[src/rtl/neuron_argmax.sv]
// rtl/neuron_argmax.sv - streaming argmax over one frame of neuron scores
// Reports winning class index, its score and the margin over the runner-up.
module neuron_argmax #(
    parameter int NUM_CLASSES = 10,
    parameter int DATA_W      = 26
) (
    input  logic              clk,
    input  logic              rst,
    input  logic              clear,
    input  logic              in_valid,
    input  logic [DATA_W-1:0] in_data,
    output logic              in_ready,
    output logic              out_valid,
    output logic [3:0]        digit,
    output logic [DATA_W-1:0] max_score,
    output logic [DATA_W:0]   margin,
    output logic              busy
);

    typedef enum logic [1:0] {IDLE, ACCUM, DONE} state_t;

    localparam logic [3:0] LAST_IDX = 4'(NUM_CLASSES - 1);
    localparam logic signed [DATA_W-1:0] MOST_NEG = {1'b1, {(DATA_W-1){1'b0}}};

    state_t                    state;
    logic [3:0]                count;
    logic [3:0]                best_idx;
    logic signed [DATA_W-1:0]  best;
    logic signed [DATA_W-1:0]  second;

    logic                      accept;
    logic signed [DATA_W-1:0]  score;
    logic signed [DATA_W-1:0]  nxt_best;
    logic signed [DATA_W-1:0]  nxt_second;
    logic [3:0]                nxt_idx;
    logic [DATA_W:0]           nxt_margin;

    assign in_ready = (state != DONE);
    assign busy     = (state != IDLE);
    assign accept   = in_valid && in_ready;
    assign score    = $signed(in_data);

    // Strictly-greater replacement keeps the lower index on ties.
    always_comb begin
        nxt_best   = best;
        nxt_second = second;
        nxt_idx    = best_idx;
        if (state == IDLE) begin
            nxt_best   = score;
            nxt_second = MOST_NEG;
            nxt_idx    = 4'd0;
        end else if (score > best) begin
            nxt_best   = score;
            nxt_second = best;
            nxt_idx    = count;
        end else if (score > second) begin
            nxt_second = score;
        end
        nxt_margin = {nxt_best[DATA_W-1], nxt_best} - {nxt_second[DATA_W-1], nxt_second};
    end

    always_ff @(posedge clk) begin
        if (!rst) begin
            state     <= IDLE;
            count     <= 4'd0;
            best      <= '0;
            second    <= '0;
            best_idx  <= 4'd0;
            out_valid <= 1'b0;
            digit     <= 4'd0;
            max_score <= '0;
            margin    <= '0;
        end else begin
            out_valid <= 1'b0;
            case (state)
                IDLE: begin
                    if (accept && !clear) begin
                        best     <= nxt_best;
                        second   <= nxt_second;
                        best_idx <= nxt_idx;
                        count    <= 4'd1;
                        state    <= ACCUM;
                    end
                end
                ACCUM: begin
                    if (clear) begin
                        count <= 4'd0;
                        state <= IDLE;
                    end else if (accept) begin
                        best     <= nxt_best;
                        second   <= nxt_second;
                        best_idx <= nxt_idx;
                        if (count == LAST_IDX) begin
                            // Result registered here so it is visible during DONE.
                            count     <= 4'd0;
                            state     <= DONE;
                            out_valid <= 1'b1;
                            digit     <= nxt_idx;
                            max_score <= nxt_best;
                            margin    <= nxt_margin;
                        end else begin
                            count <= count + 4'd1;
                        end
                    end
                end
                DONE: begin
                    count <= 4'd0;
                    state <= IDLE;
                end
                default: begin
                    count <= 4'd0;
                    state <= IDLE;
                end
            endcase
        end
    end

endmodule

[config.mk]
export PLATFORM = sky130hd
export DESIGN_NAME = neuron_argmax
export DESIGN_NICKNAME = d
export VERILOG_FILES = /design/src/rtl/neuron_argmax.sv
export SDC_FILE = /design/constraint.sdc
export NUM_CORES = 1
export LEC_CHECK = 0
export CAP_MARGIN = 0
export CORE_MARGIN = 2
export CORE_UTILIZATION = 45
export CTS_CLUSTER_SIZE = 14
export DETAILED_ROUTE_END_ITERATION = 7
export PLACE_DENSITY = 0.76
export SLEW_MARGIN = 25
export SYNTH_ARGS = -nofsm -noshare
export SYNTH_HDL_FRONTEND = slang
export SYNTH_SLANG_ARGS = --single-unit
[constraint.sdc]
create_clock -name clk -period 4.95 [get_ports clk]
set_input_delay 0.495 -clock clk [delete_from_list [all_inputs] [get_ports clk]]
set_output_delay 0.495 -clock clk [all_outputs]
set_load 0.05 [all_outputs]
[Word level (Yosys, flattened, before mapping)]
Index checks and enable logic that the tools add are counted.
Cells by class
  add/subtract/negate cells: 2
  order comparisons: 2
  equality and inequality tests: 8
  muxes and demuxes: 30
  bitwise logic cells: 4
  reduce and logical (&&, ||, !) cells: 11
Operators with widths (count)
  two-way mux 26 bit: 11
  one-hot mux 26 bit (2 select lines): 2
  > comparator 26 bit: 2
  two-way mux 4 bit: 9
  subtractor 26 x 26 -> 27 bit: 1
  one-hot mux 4 bit (2 select lines): 2
  two-way mux 2 bit: 4
  AND reduction 4 bit: 2
  inequality test 2 bit (second input constant): 3
  inequality test 3 bit (second input constant): 2
  adder 4 x 1 -> 4 bit (second input constant): 1
  == test 4 bit (second input constant): 1
  NOT 1 bit: 4
  one-hot mux 2 bit (2 select lines): 1
  nonzero test 2 bit: 2
  OR reduction 4 bit: 1
  AND reduction 3 bit: 1
  == test 2 x 1 -> 1 bit (second input constant): 1
  logical AND 1 bit: 2
  logical NOT 2 bit: 1
  inequality test 2 x 1 -> 1 bit (second input constant): 1
  AND reduction 2 bit: 1
  logical NOT 1 bit: 1
  two-way mux 1 bit: 1
Storage, ports and cells
  register bits: 120
  input bits: 30
  logic and storage cells: 66

[Depth between registers and ports, before layout]
Gate-level depths: netlist (run 1).
  depth after elaboration: 7
  depth in mapped cells: 21
  mapped depth without buffers: 19

[Least setup slack after synthesis (run 1)]
No wires, ideal clock.
  path kind: input -> register
  from: in in_data[25]
  to: reg margin[19]
  arrival: 4.766 ns
  required time: 4.823 ns
  slack: 0.057 ns
  stages: 18
  cells stage by stage: ha_1 > nand4_1 > nor4_1 > o311ai_0 > nand4_1 > mux2i_2 > buf_2 > mux2i_1 > a21o_1 > ha_1 > and2_1 > clkbuf_1 > a211oi_1 > nor3b_1 > a211oi_1 > nor3_1 > a211o_1 > o211ai_1
On the way
  longest elaborated chain between the ends: 5
  elaborated cells on any way between the ends: 8
  classes of those cells: add/sub: 1; order compare: 2; mux: 5
RTL lines
  from (decl): line 11  | input logic [DATA_W-1:0] in_data,
  > comparator 26 bit: line 56  | end else if (score > second) begin
  two-way mux 26 bit: line 56
  two-way mux 26 bit: line 52  | end else if (score > best) begin
  two-way mux 26 bit: line 48  | if (state == IDLE) begin
  subtractor 26 x 26 -> 27 bit *: line 59  | nxt_margin = {nxt_best[DATA_W-1], nxt_best} - {nxt_second[DATA_W-1], nxt_second};
  to (signal assigned): line 100  | margin <= nxt_margin;
  to (decl): line 16  | output logic [DATA_W:0] margin,
Every way passes the cells marked *; elsewhere a longest branch is shown, timed or not.
A chain may end at the register's enable or synchronous reset.

[Worst setup path in the final report (run 1)]
  from: reg best[20]
  to: reg margin[24]
On the way
  longest elaborated chain between the ends: 4
  elaborated cells on any way between the ends: 6
  classes of those cells: add/sub: 1; order compare: 1; mux: 4
RTL lines
  from (decl): line 28  | logic signed [DATA_W-1:0] best;
  from (signal assigned): line 78  | best <= nxt_best;
  from (signal assigned): line 90  | best <= nxt_best;
  > comparator 26 bit: line 52
  two-way mux 26 bit: line 52
  two-way mux 26 bit: line 48
  net nxt_best[11]: line 33  | logic signed [DATA_W-1:0] nxt_best;
  subtractor 26 x 26 -> 27 bit: line 59
The timed path passes the listed nets, and every way through them passes these cells.

==> summary.txt, run 1 <==
Status
  – Outcome: complete, no violations

Pwr
  – Clock share of power: 38.3%
  – PwrDens: 275.6 nW/µm²
  – Max VDD drop: 0.2698 mV
  – Share of power burned in combinational logic: 31.1%
  – Seq pwr share: 30.6%
  – Internal: 0.002231 W
  – Switching part of the total: 31.89%
  – Lkg Pwr: 4.912 nW
  – Tot Pwr: 0.003275 W
  – P_sw: 0.001044 W

Synthesis
  – Commonest cells post-synth: nand2_1 (131), o21ai_0 (126), dfxtp_1 (120)
  – Async SR Flop Fraction: 0%
  – Most frequent cell after synthesis: nand2_1
  – Netlist Area Pre-Place: 8353 µm²
  – Yosys top cell area share: 28.76%
  – Post-synth top area cell: dfxtp_1
  – Ys flop type: dfxtp_1
  – Post-synth EDFFs: 0
  – Yosys reg bits: 120
  – Yosys warnings: 0
  – Synth unique cells: 62
  – Synth top area cells: dfxtp_1 (29%), ha_1 (12%), o21ai_0 (7.5%)
  – Syn Area/Cell: 7.918 µm²
  – Post-synthesis sequential area ratio: 28.76%
  – Synth Instances: 1,055
  – Syn nets: 1,166

STA
  – Worst slew pin tran: 0.8051 ns
  – Worst clock skew: 0.009958 ns
  – Final Hold Viols: 0
  – Slew Limit Fails: 0
  – Final Worst Setup Slack: 0.07449 ns
  – Tmin final: 4.876 ns
  – FMAX: 205.1 MHz
  – Setup Viol. Count Final: 0
  – Hold slack: 0.4582 ns
  – Slew margin rel.: 46.33%
  – Fin crit share: 98.50%

Global route
  – Pin count of the biggest net entering global routing: 84
  – Initial antenna violation count: 0
  – Total grt overflow: 0
  – Global-route wire length before repair: 43,830 µm
  – Vias in the first global route: 8,560
  – GRT Total Usage: 27.38%

Setup path
  – Crit path launch type: flop
  – Worst Setup End Kind: flop
  – Crit Path Max Fanout: 5
  – Worst EP arrival: 5.25 ns
  – Crit Path Category: reg2reg
  – Slowest CP cell: or4_4
  – Crit-path cells: inv_1, ha_4, nand4_1, or4_4, a2111o_1, a21o_1, o311a_1, buf_4, o21ai_0, buf_4, nand2_1, ha_1, a21o_1, a2111o_1, a211oi_1, o21a_2, o21bai_2, a311o_1, nand3_1
  – Critical path's largest stage delay: 0.60 ns
  – Critical Path RT: 5.32 ns

Route
  – Drt drc: 0
  – DR WL/cell: 18.22 µm
  – First DRT Iteration DRCs: 820
  – Vias after detailed routing: 9,308
  – Detailed-router iteration count before antenna repair: 5
  – Via/cell ratio: 6.001
  – Final wirelength: 28,270 µm
  – Post-DRT Antenna Nets: 0

Floorplanning
  – Initial Util: 46.18%
  – Rows: 49
  – Die H: 140.2 µm
  – # IOs: 90
  – Core Region: 18,090 µm²
  – Die Area: 19,670 µm²
  – Die width: 140.2 µm

Finish
  – Area added between synthesis and finish: 42.29%
  – Post-Layout Cell Count: 1,551
  – Layout Nets: 1,420
  – Ant diodes: 0
  – Ratio of cells with drive above 1 in the final layout: 22.09%

CTS
  – Htree depth: 4
  – Maximum buffer depth of the clock tree: 2
  – Clk_lat worst skew: 0.43 ns
  – Worst-path clk slew: 0.06 ns
  – CTS tree: built
  – Inserted Clock Buffers: 17
  – Root buf cell: clkbuf_16
  – Clock sinks: 120

Worst hold path
  – Worst Hold Class: reg2reg

Run
  – Max Cap Violations: 0

Placed design
  – HPWL after DPL: 19,750 µm
  – Routability cong.: 0.9290
  – Dpl ws: -0.6133 ns
  – PortBufs: 89
  – Inst Count DP: 1,499
-- logic make-up (layout without fill, tap and decap cells) --
kind of cell / count (synthesis) / in the layout / synth area share (%)
xor+xnor: 10 / 10 / 1.048
mux: 57 / 57 / 6.890
fa+ha+maj: 81 / 81 / 12.22
flops: 120 / 120 / 28.76
simple gates: 294 / 294 / 16.67
compound gates: 355 / 355 / 27.11
buf+inv: 138 / 405 / 7.295
-- layout make-up --
type	count	area (µm²)
Fill cell	1348	6201
Sequential cell	120	2405
Tap cell	229	286.5
Clock buffer	20	456.7
Multi-Input combinational cell	797	5663
Timing Repair Buffer	303	2685
Inverter	70	262.8
Clock inverter	12	126.4
-- power groups by stage --
stage | Sequential (W) | Combinational (W) | Clock, W
2_1_floorplan | 0.00102 | 0.000513 | 0
3_3_place_gp | 0.00102 | 0.000855 | 0
3_5_place_dp | 0.00102 | 0.000873 | 0
4_1_cts | 0.00100 | 0.000895 | 0.00126
5_1_grt | 0.00100 | 0.00110 | 0.00129
6_report | 0.00100 | 0.00102 | 0.00125
-- sequential cells by signal, summed over array words and instances, names as in the netlist --
register,cells
best,26
best_idx,4
count,4
digit,4
margin,27
max_score,26
out_valid,1
second,26
state,2
-- layer usage --
metal  wire length (µm)  global-route usage, %
met1              12500                  37.57
met2              12480                  42.26
met3               2299                  4.991
met4                984                  11.80
met5                  0                      0
-- cell usage in the layout, fill, tap and decap left out, types with 5 or more instances in the layout --
cell             Yosys  final
a211oi_1            11      6
a21boi_0             6      5
a21o_1              37     37
a21oi_1             48     47
a31oi_1             37     37
a32oi_1             26     26
and2_1               8      8
and3_1               6      5
buf_4                5    198
buf_6                9      8
clkbuf_16            0     20
clkdlybuf4s50_1      0     72
clkinvlp_4           0      5
dfxtp_1            120    118
dlymetal6s2s_1       0     16
ha_1                80     69
ha_4                 0     11
inv_1               69     69
mux2i_1             55     49
nand2_1            131    131
nand2b_1             6      6
nand3_1             59     58
nand4_1             16     16
nor2_1              22     22
nor2b_1              7      6
nor3_1              12     12
nor4_1               6      5
o211ai_1             7      7
o21a_1              15     14
o21ai_0            126    121
o21ai_1              7     11
or3_1                7      6
xor2_1               6      6
-- metrics by stage --
stage | instance area, µm² | util [%] | setup TNS [ns]
after global routing | 11890 | 65.71 | -0.3202
after CTS | 11350 | 62.73 | 0
after global placement | 10670 | 59.01 | -7.295
after floorplan | 8353 | - | 0
after detailed placement | 10700 | 59.16 | -9.653
final | 11890 | 65.71 | 0
-- critical path, delay by kind of cell, from the launching register on --
family / cells / cell delay (ns)
AO/OA/AOI/OAI: 10 / 2.55
AND/OR/NAND/NOR: 4 / 0.93
adder cells (fa/ha/maj): 2 / 0.58
buffers and inverters: 3 / 0.43
flip-flops: 1 / 0.34
-- repair_timing --
| action | CTS | global route |
|---|---|---|
| hold buffers | 0 | 0 |
| pin swaps | 3 | 29 |
| gates cloned | 0 | 3 |
| buffers inserted | 2 | 14 |
| gates resized for setup | 10 | 68 |
| endpoints found under the setup margin | 17 | 19 |
-- path summary, 6_finish.rpt --
kind         depth (start not counted)               startpoint                       to  slack [ns]
max reg2reg                         19    best[20]$_SDFFE_PN0P_  margin[24]$_SDFFE_PN0P_        0.07
min reg2reg                          2  margin[11]$_SDFFE_PN0P_  margin[11]$_SDFFE_PN0P_        0.46
max                                 19    best[20]$_SDFFE_PN0P_  margin[24]$_SDFFE_PN0P_        0.07
min                                  2  margin[11]$_SDFFE_PN0P_  margin[11]$_SDFFE_PN0P_        0.46
(Power assumes the default switching activity.)
==> run 2, diff against run 1 <==
Settings changed: CTS_CLUSTER_SIZE 14 to default, PLACE_DENSITY 0.76 to 0.74.
Clock period 4.95 ns to 4.7 ns, I/O delays scaled along.
==> summary.txt, run 2 (same netlist as run 1, synthesis figures left out) <==
STA
  – Worst clock skew: 0.009040 ns
  – Slew margin rel.: 31.24%
  – Final Worst Setup Slack: 0.07357 ns
  – Setup Viol. Count Final: 0
  – Slew Limit Fails: 0
  – Fin crit share: 98.43%
  – Final Hold Viols: 0
  – Worst slew pin tran: 1.031 ns
  – RSZ-0062 raised after global routing: true
  – FMAX: 216.2 MHz
  – Tmin final: 4.626 ns

Setup path
  – Slowest CP cell: or4_4
  – Worst flop-to-flop path startpoint: best[13]$_SDFFE_PN0P_
  – R2R setup slack: 0.08 ns
  – Crit path launch type: input pin
  – Critical Path RT: 4.99 ns
  – Critical path's largest stage delay: 0.53 ns
  – CP bufs+invs: 3
  – Worst EP arrival: 4.92 ns
  – Worst Setup End Kind: flop
  – CP Launch Point: in_data[21]
  – Crit Path Max Fanout: 5
  – Cell family with the largest share of critical-path delay: compound AO/OA/AOI/OAI gates
  – Crit-path cells: dlygate4sd2_1, ha_1, nand4_1, or4_4, a2111o_1, a21o_1, o311ai_4, buf_4, o21ai_0, a21o_1, ha_1, nor2b_1, o31a_1, o21ai_1, buf_4, a211oi_1, o31a_1, o21ai_1, o311ai_2
  – RR Endpoint: margin[9]$_SDFFE_PN0P_
  – Crit Path Category: in2reg
  – Worst R2R Path Depth: 19

Pwr
  – Share of power burned in combinational logic: 31.2%
  – Seq pwr share: 29.9%
  – Clock share of power: 38.9%
  – Switching part of the total: 30.86%
  – Internal: 0.002442 W
  – Max VDD drop: 0.2842 mV
  – PwrDens: 292.3 nW/µm²
  – Lkg Pwr: 4.950 nW
  – P_sw: 0.001090 W

Route
  – Final wirelength: 28,230 µm
  – DR WL/cell: 17.97 µm
  – Detailed-router iteration count before antenna repair: 5
  – Drt drc: 0
  – Via/cell ratio: 5.900
  – Post-DRT Antenna Nets: 0
  – Vias after detailed routing: 9,269
  – First DRT Iteration DRCs: 807

Finish
  – Fill cells: 1,393
  – Commonest non-fill, non-tap cell in the layout: buf_4
  – Post-Layout Cell Count: 1,571
  – Top reg by flops: margin
  – Max reg flops: 27
  – Ant diodes: 0
  – Most frequent cells in the layout: buf_4 (223), nand2_1 (128), o21ai_0 (118)
  – Layout Nets: 1,440
  – Layout Utilization: 66.81%
  – Area added between synthesis and finish: 44.67%
  – Ratio of cells with drive above 1 in the final layout: 25.48%

CTS
  – Root buf cell: clkbuf_16
  – Clk_lat worst skew: 0.43 ns
  – Maximum buffer depth of the clock tree: 2
  – Htree depth: 4
  – Worst-path clk slew: 0.06 ns
  – Clock sinks: 120
  – Inserted Clock Buffers: 17
  – CTS tree: built
  – Hold_buf cts: 0

Floorplanning
  – Initial Util: 46.18%
  – # IOs: 90
  – Core Region: 18,090 µm²
  – Rows: 49
  – Die Area: 19,670 µm²
  – Die width: 140.2 µm
  – Die H: 140.2 µm

Placed design
  – Routability cong.: 0.8986
  – Dpl ws: -0.7779 ns
  – HPWL after DPL: 19,820 µm
  – Inst Count DP: 1,519
  – PortBufs: 89

Global route
  – Vias in the first global route: 8,418
  – Pin count of the biggest net entering global routing: 92
  – GRT Total Usage: 27.22%
  – Global-route wire length before repair: 43,160 µm
  – Total grt overflow: 0
  – Initial antenna violation count: 0

Worst hold path
  – Hold Path End: margin[10]$_SDFFE_PN0P_
  – Hold Crit Depth: 2
  – Worst Hold Class: reg2reg
  – Hold Path Origin: margin[10]$_SDFFE_PN0P_

Run
  – Max Cap Violations: 0

Status
  – Outcome: complete, no violations
run 2: how the worst max path moves through the flow:
stage	endpoint	slack, ns	cells after the start
floorplan	margin[19]$_SDFFE_PN0P_	0.01	18
global placement	margin[24]$_SDFFE_PN0P_	-0.60	18
detailed placement	margin[24]$_SDFFE_PN0P_	-0.78	18
CTS	margin[23]$_SDFFE_PN0P_	0.02	19
global route	margin[9]$_SDFFE_PN0P_	-0.13	21
finish	margin[9]$_SDFFE_PN0P_	0.07	19
run 2: area by class of cell:
class	instances	area, µm²	area share (%)
well taps	229	286.5	2.371
multi-input cells	797	5793	47.94
clock buffers	18	429.2	3.551
clock inverters	14	181.4	1.501
inverters	70	262.8	2.174
flip-flops and latches	120	2409	19.93
repair buffers	323	2723	22.53
run 2: what timing repair did:
item,CTS,global route
setup endpoints to repair,19,21
cloned,0,1
buffers inserted,5,15
pin swaps,5,40
resized for setup,27,86
run 2: worst register-to-register path, cell delays in order (launching register included):
cell and delay, ns:
dfxtp_2 0.32, inv_1 0.07, ha_4 0.27, nand4_1 0.14
or4_4 0.58, a2111o_1 0.39, a21o_1 0.22, o311ai_4 0.15
buf_4 0.21, o21ai_0 0.10, a21o_1 0.26, ha_1 0.31
nor2b_1 0.17, o31a_1 0.32, o21ai_1 0.16, buf_4 0.14
a211oi_1 0.06, o31a_1 0.28, o21ai_1 0.17, o311ai_2 0.14
run 2: power by group through the flow:
stage	Sequential [W]	Combinational (W)	Clock (W)
2_1_floorplan	0.00107	0.000546	0
5_1_grt	0.00106	0.00119	0.00143
3_3_place_gp	0.00107	0.000910	0
4_1_cts	0.00105	0.000954	0.00139
3_5_place_dp	0.00108	0.000925	0
6_report	0.00106	0.00110	0.00138
run 2: per-layer routing:
layer	track usage (%)	up-vias	share of wire (%)
li1	-	4420	-
met1	38.51	4378	45
met2	41.69	401	45
met3	5.094	70	7.6
met4	9.250	0	2.7
met5	0	-	0
run 2: metrics by stage:
stage          area, µm²  total power [W]  hold WS (ns)  setup TNS [ns]
2_1_floorplan       8376         0.001619        0.4420               0
3_3_place_gp       10820         0.001984        0.4457          -9.294
3_5_place_dp       10820         0.002001        0.4459          -12.09
4_1_cts            11530         0.003395        0.4649               0
5_1_grt            12080         0.003678        0.4877         -0.7945
6_report           12080         0.003532        0.4664               0
==> run 3, diff against run 2 <==
--- a/config.mk
+++ b/config.mk
@@ -11,2 +11,3 @@
 export DETAILED_ROUTE_END_ITERATION = 7
+export GPL_TIMING_DRIVEN = 0
 export PLACE_DENSITY = 0.74
==> constraint.sdc (replaced) <==
create_clock -name clk -period 5.74 [get_ports clk]
set_input_delay 0.574 -clock clk [delete_from_list [all_inputs] [get_ports clk]]
set_output_delay 0.574 -clock clk [all_outputs]
set_load 0.02 [all_outputs]
==> summary.txt, run 3 (same netlist as run 1, synthesis figures left out) <==
Setup path
  – Slowest CP cell: or4_1
  – Worst EP arrival: 5.95 ns
  – Cell family with the largest share of critical-path delay: compound AO/OA/AOI/OAI gates
  – Crit-path cells: clkdlybuf4s50_1, ha_1, nand4_1, or4_1, or4_4, o311ai_4, buf_6, buf_4, o21ai_0, a21oi_1, ha_1, inv_1, fa_1, a21o_1, a21o_1, a211oi_2, o21a_2, o21bai_2, a311o_1, nand3_1
  – Worst Setup End Kind: flop
  – RR Endpoint: margin[24]$_SDFFE_PN0P_
  – Crit Path Category: in2reg
  – Crit path launch type: input pin
  – Worst R2R Path Depth: 20
  – CP bufs+invs: 4
  – Worst flop-to-flop path startpoint: best[13]$_SDFFE_PN0P_
  – Crit Path Max Fanout: 10
  – Critical Path RT: 6.10 ns
  – Critical path's largest stage delay: 0.58 ns
  – R2R setup slack: 0.42 ns

Floorplanning
  – Die Area: 19,670 µm²
  – Die H: 140.2 µm
  – Rows: 49
  – Die width: 140.2 µm
  – Core Region: 18,090 µm²
  – Initial Util: 46.18%
  – # IOs: 90

Status
  – Outcome: complete, no violations

CTS
  – Clk_lat worst skew: 0.42 ns
  – Htree depth: 4
  – Worst-path clk slew: 0.05 ns
  – Inserted Clock Buffers: 17
  – Root buf cell: clkbuf_16
  – Clock sinks: 120
  – CTS tree: built
  – Maximum buffer depth of the clock tree: 2
  – Hold_buf cts: 0

Pwr
  – Internal: 0.001772 W
  – Seq pwr share: 33.5%
  – PwrDens: 253.8 nW/µm²
  – Max VDD drop: 0.1510 mV
  – Lkg Pwr: 3.892 nW
  – Switching part of the total: 31.65%
  – P_sw: 0.0008205 W
  – Clock share of power: 41.6%
  – Share of power burned in combinational logic: 24.9%

STA
  – FMAX: 179.0 MHz
  – Fin crit share: 97.31%
  – Worst slew pin tran: 0.7028 ns
  – Hold slack: 0.4616 ns
  – RSZ-0062 raised after global routing: false
  – Worst clock skew: 0.007480 ns
  – Tmin final: 5.585 ns
  – Setup Viol. Count Final: 0
  – Slew Limit Fails: 0
  – Final Hold Viols: 0
  – Slew margin rel.: 52.97%

Global route
  – Initial antenna violation count: 0
  – Global-route wire length before repair: 42,760 µm
  – Pin count of the biggest net entering global routing: 17
  – Vias in the first global route: 8,098
  – GRT Total Usage: 27.31%
  – Total grt overflow: 0

Placed design
  – Routability cong.: 0.9448
  – HPWL after DPL: 21,200 µm
  – Placed inst area: 9530 µm²
  – PortBufs: 89

Route
  – Via/cell ratio: 6.044
  – Drt drc: 0
  – Post-DRT Antenna Nets: 0
  – Final wirelength: 27,320 µm
  – Detailed-router iteration count before antenna repair: 5
  – Vias after detailed routing: 8,492
  – First DRT Iteration DRCs: 953
  – DR WL/cell: 19.45 µm

Worst hold path
  – Hold Crit Depth: 2
  – Hold Path End: margin[21]$_SDFFE_PN0P_
  – Hold Path Origin: margin[21]$_SDFFE_PN0P_
  – Worst Hold Class: reg2reg

Finish
  – Fin area: 10,210 µm²
  – Top reg by flops: margin
  – Ant diodes: 0
  – Ratio of cells with drive above 1 in the final layout: 5.697%
  – Max reg flops: 27
  – Layout Nets: 1,275
  – Commonest non-fill, non-tap cell in the layout: nand2_1
  – Area added between synthesis and finish: 22.27%
  – Most frequent cells in the layout: nand2_1 (131), o21ai_0 (126), dfxtp_1 (120)

Run
  – Max Cap Violations: 0
-- run 3: how the worst max path moves through the flow --
stage               slack, ns  cells past startpoint   startpoint                       to
floorplan                0.77                     18  in_data[25]  margin[19]$_SDFFE_PN0P_
global placement        -0.96                     19  in_data[25]  margin[17]$_SDFFE_PN0P_
detailed placement      -1.07                     19  in_data[25]  margin[17]$_SDFFE_PN0P_
CTS                     0.003                     20  in_data[25]  margin[24]$_SDFFE_PN0P_
global route             0.03                     20  in_data[23]  margin[22]$_SDFFE_PN0P_
finish                   0.15                     20  in_data[12]  margin[24]$_SDFFE_PN0P_
-- run 3: routing by layer --
layer	global-route usage [%]	part of all wire, %	up-vias
met2	44.38	45	365
met1	36.85	45	3987
met5	0	0	-
met3	4.821	6.9	52
met4	8.985	2.3	0
li1	-	-	4088
-- run 3: layout make-up --
cell class,instances,area [µm²]
Multi-Input combinational cell,797,5420
Sequential cell,120,2402
Inverter,70,262.8
Clock inverter,13,155.1
Buffer,68,349.1
Clock buffer,18,429.2
Timing Repair Buffer,90,908.4
Fill cell,1673,7873
Tap cell,229,286.5
-- run 3: worst min-delay path, cell delays in order (launching register included) --
cell     delay [ns]
dfxtp_1        0.31
nand2_1        0.05
a21oi_1        0.05
-- run 3: repair_timing --
item / 4_1_cts / 5_1_grt
setup buffers: 1 / 0
cloned: 0 / 0
setup endpoints to repair: 19 / 14
resized for setup: 5 / 13
endpoints found under the hold margin: 0 / 0
pin swaps: 0 / 0
-- run 3: metrics by stage --
stage / cells / utilization [%] / TNS [ns] / worst slack (ns) / total power [W]
final: 1405 / 56.47 / 0 / 0.1545 / 0.002592
after global routing: 1405 / 56.47 / 0 / 0.03050 / 0.002691
after CTS: 1405 / 56.12 / 0 / 0.002893 / 0.002567
after detailed placement: 1373 / 52.69 / -16.26 / -1.065 / 0.001496
after global placement: 1373 / 52.69 / -15.19 / -0.9608 / 0.001486
after floorplan: 1055 / - / 0 / 0.7684 / 0.001319
-- run 3: power by group through the flow --
stage	registers, W	clock network (W)	logic (W)
after floorplan	0.000878	0	0.000440
after global placement	0.000885	0	0.000600
after detailed placement	0.000886	0	0.000610
after CTS	0.000868	0.00108	0.000623
after global routing	0.000870	0.00112	0.000702
final	0.000869	0.00108	0.000646
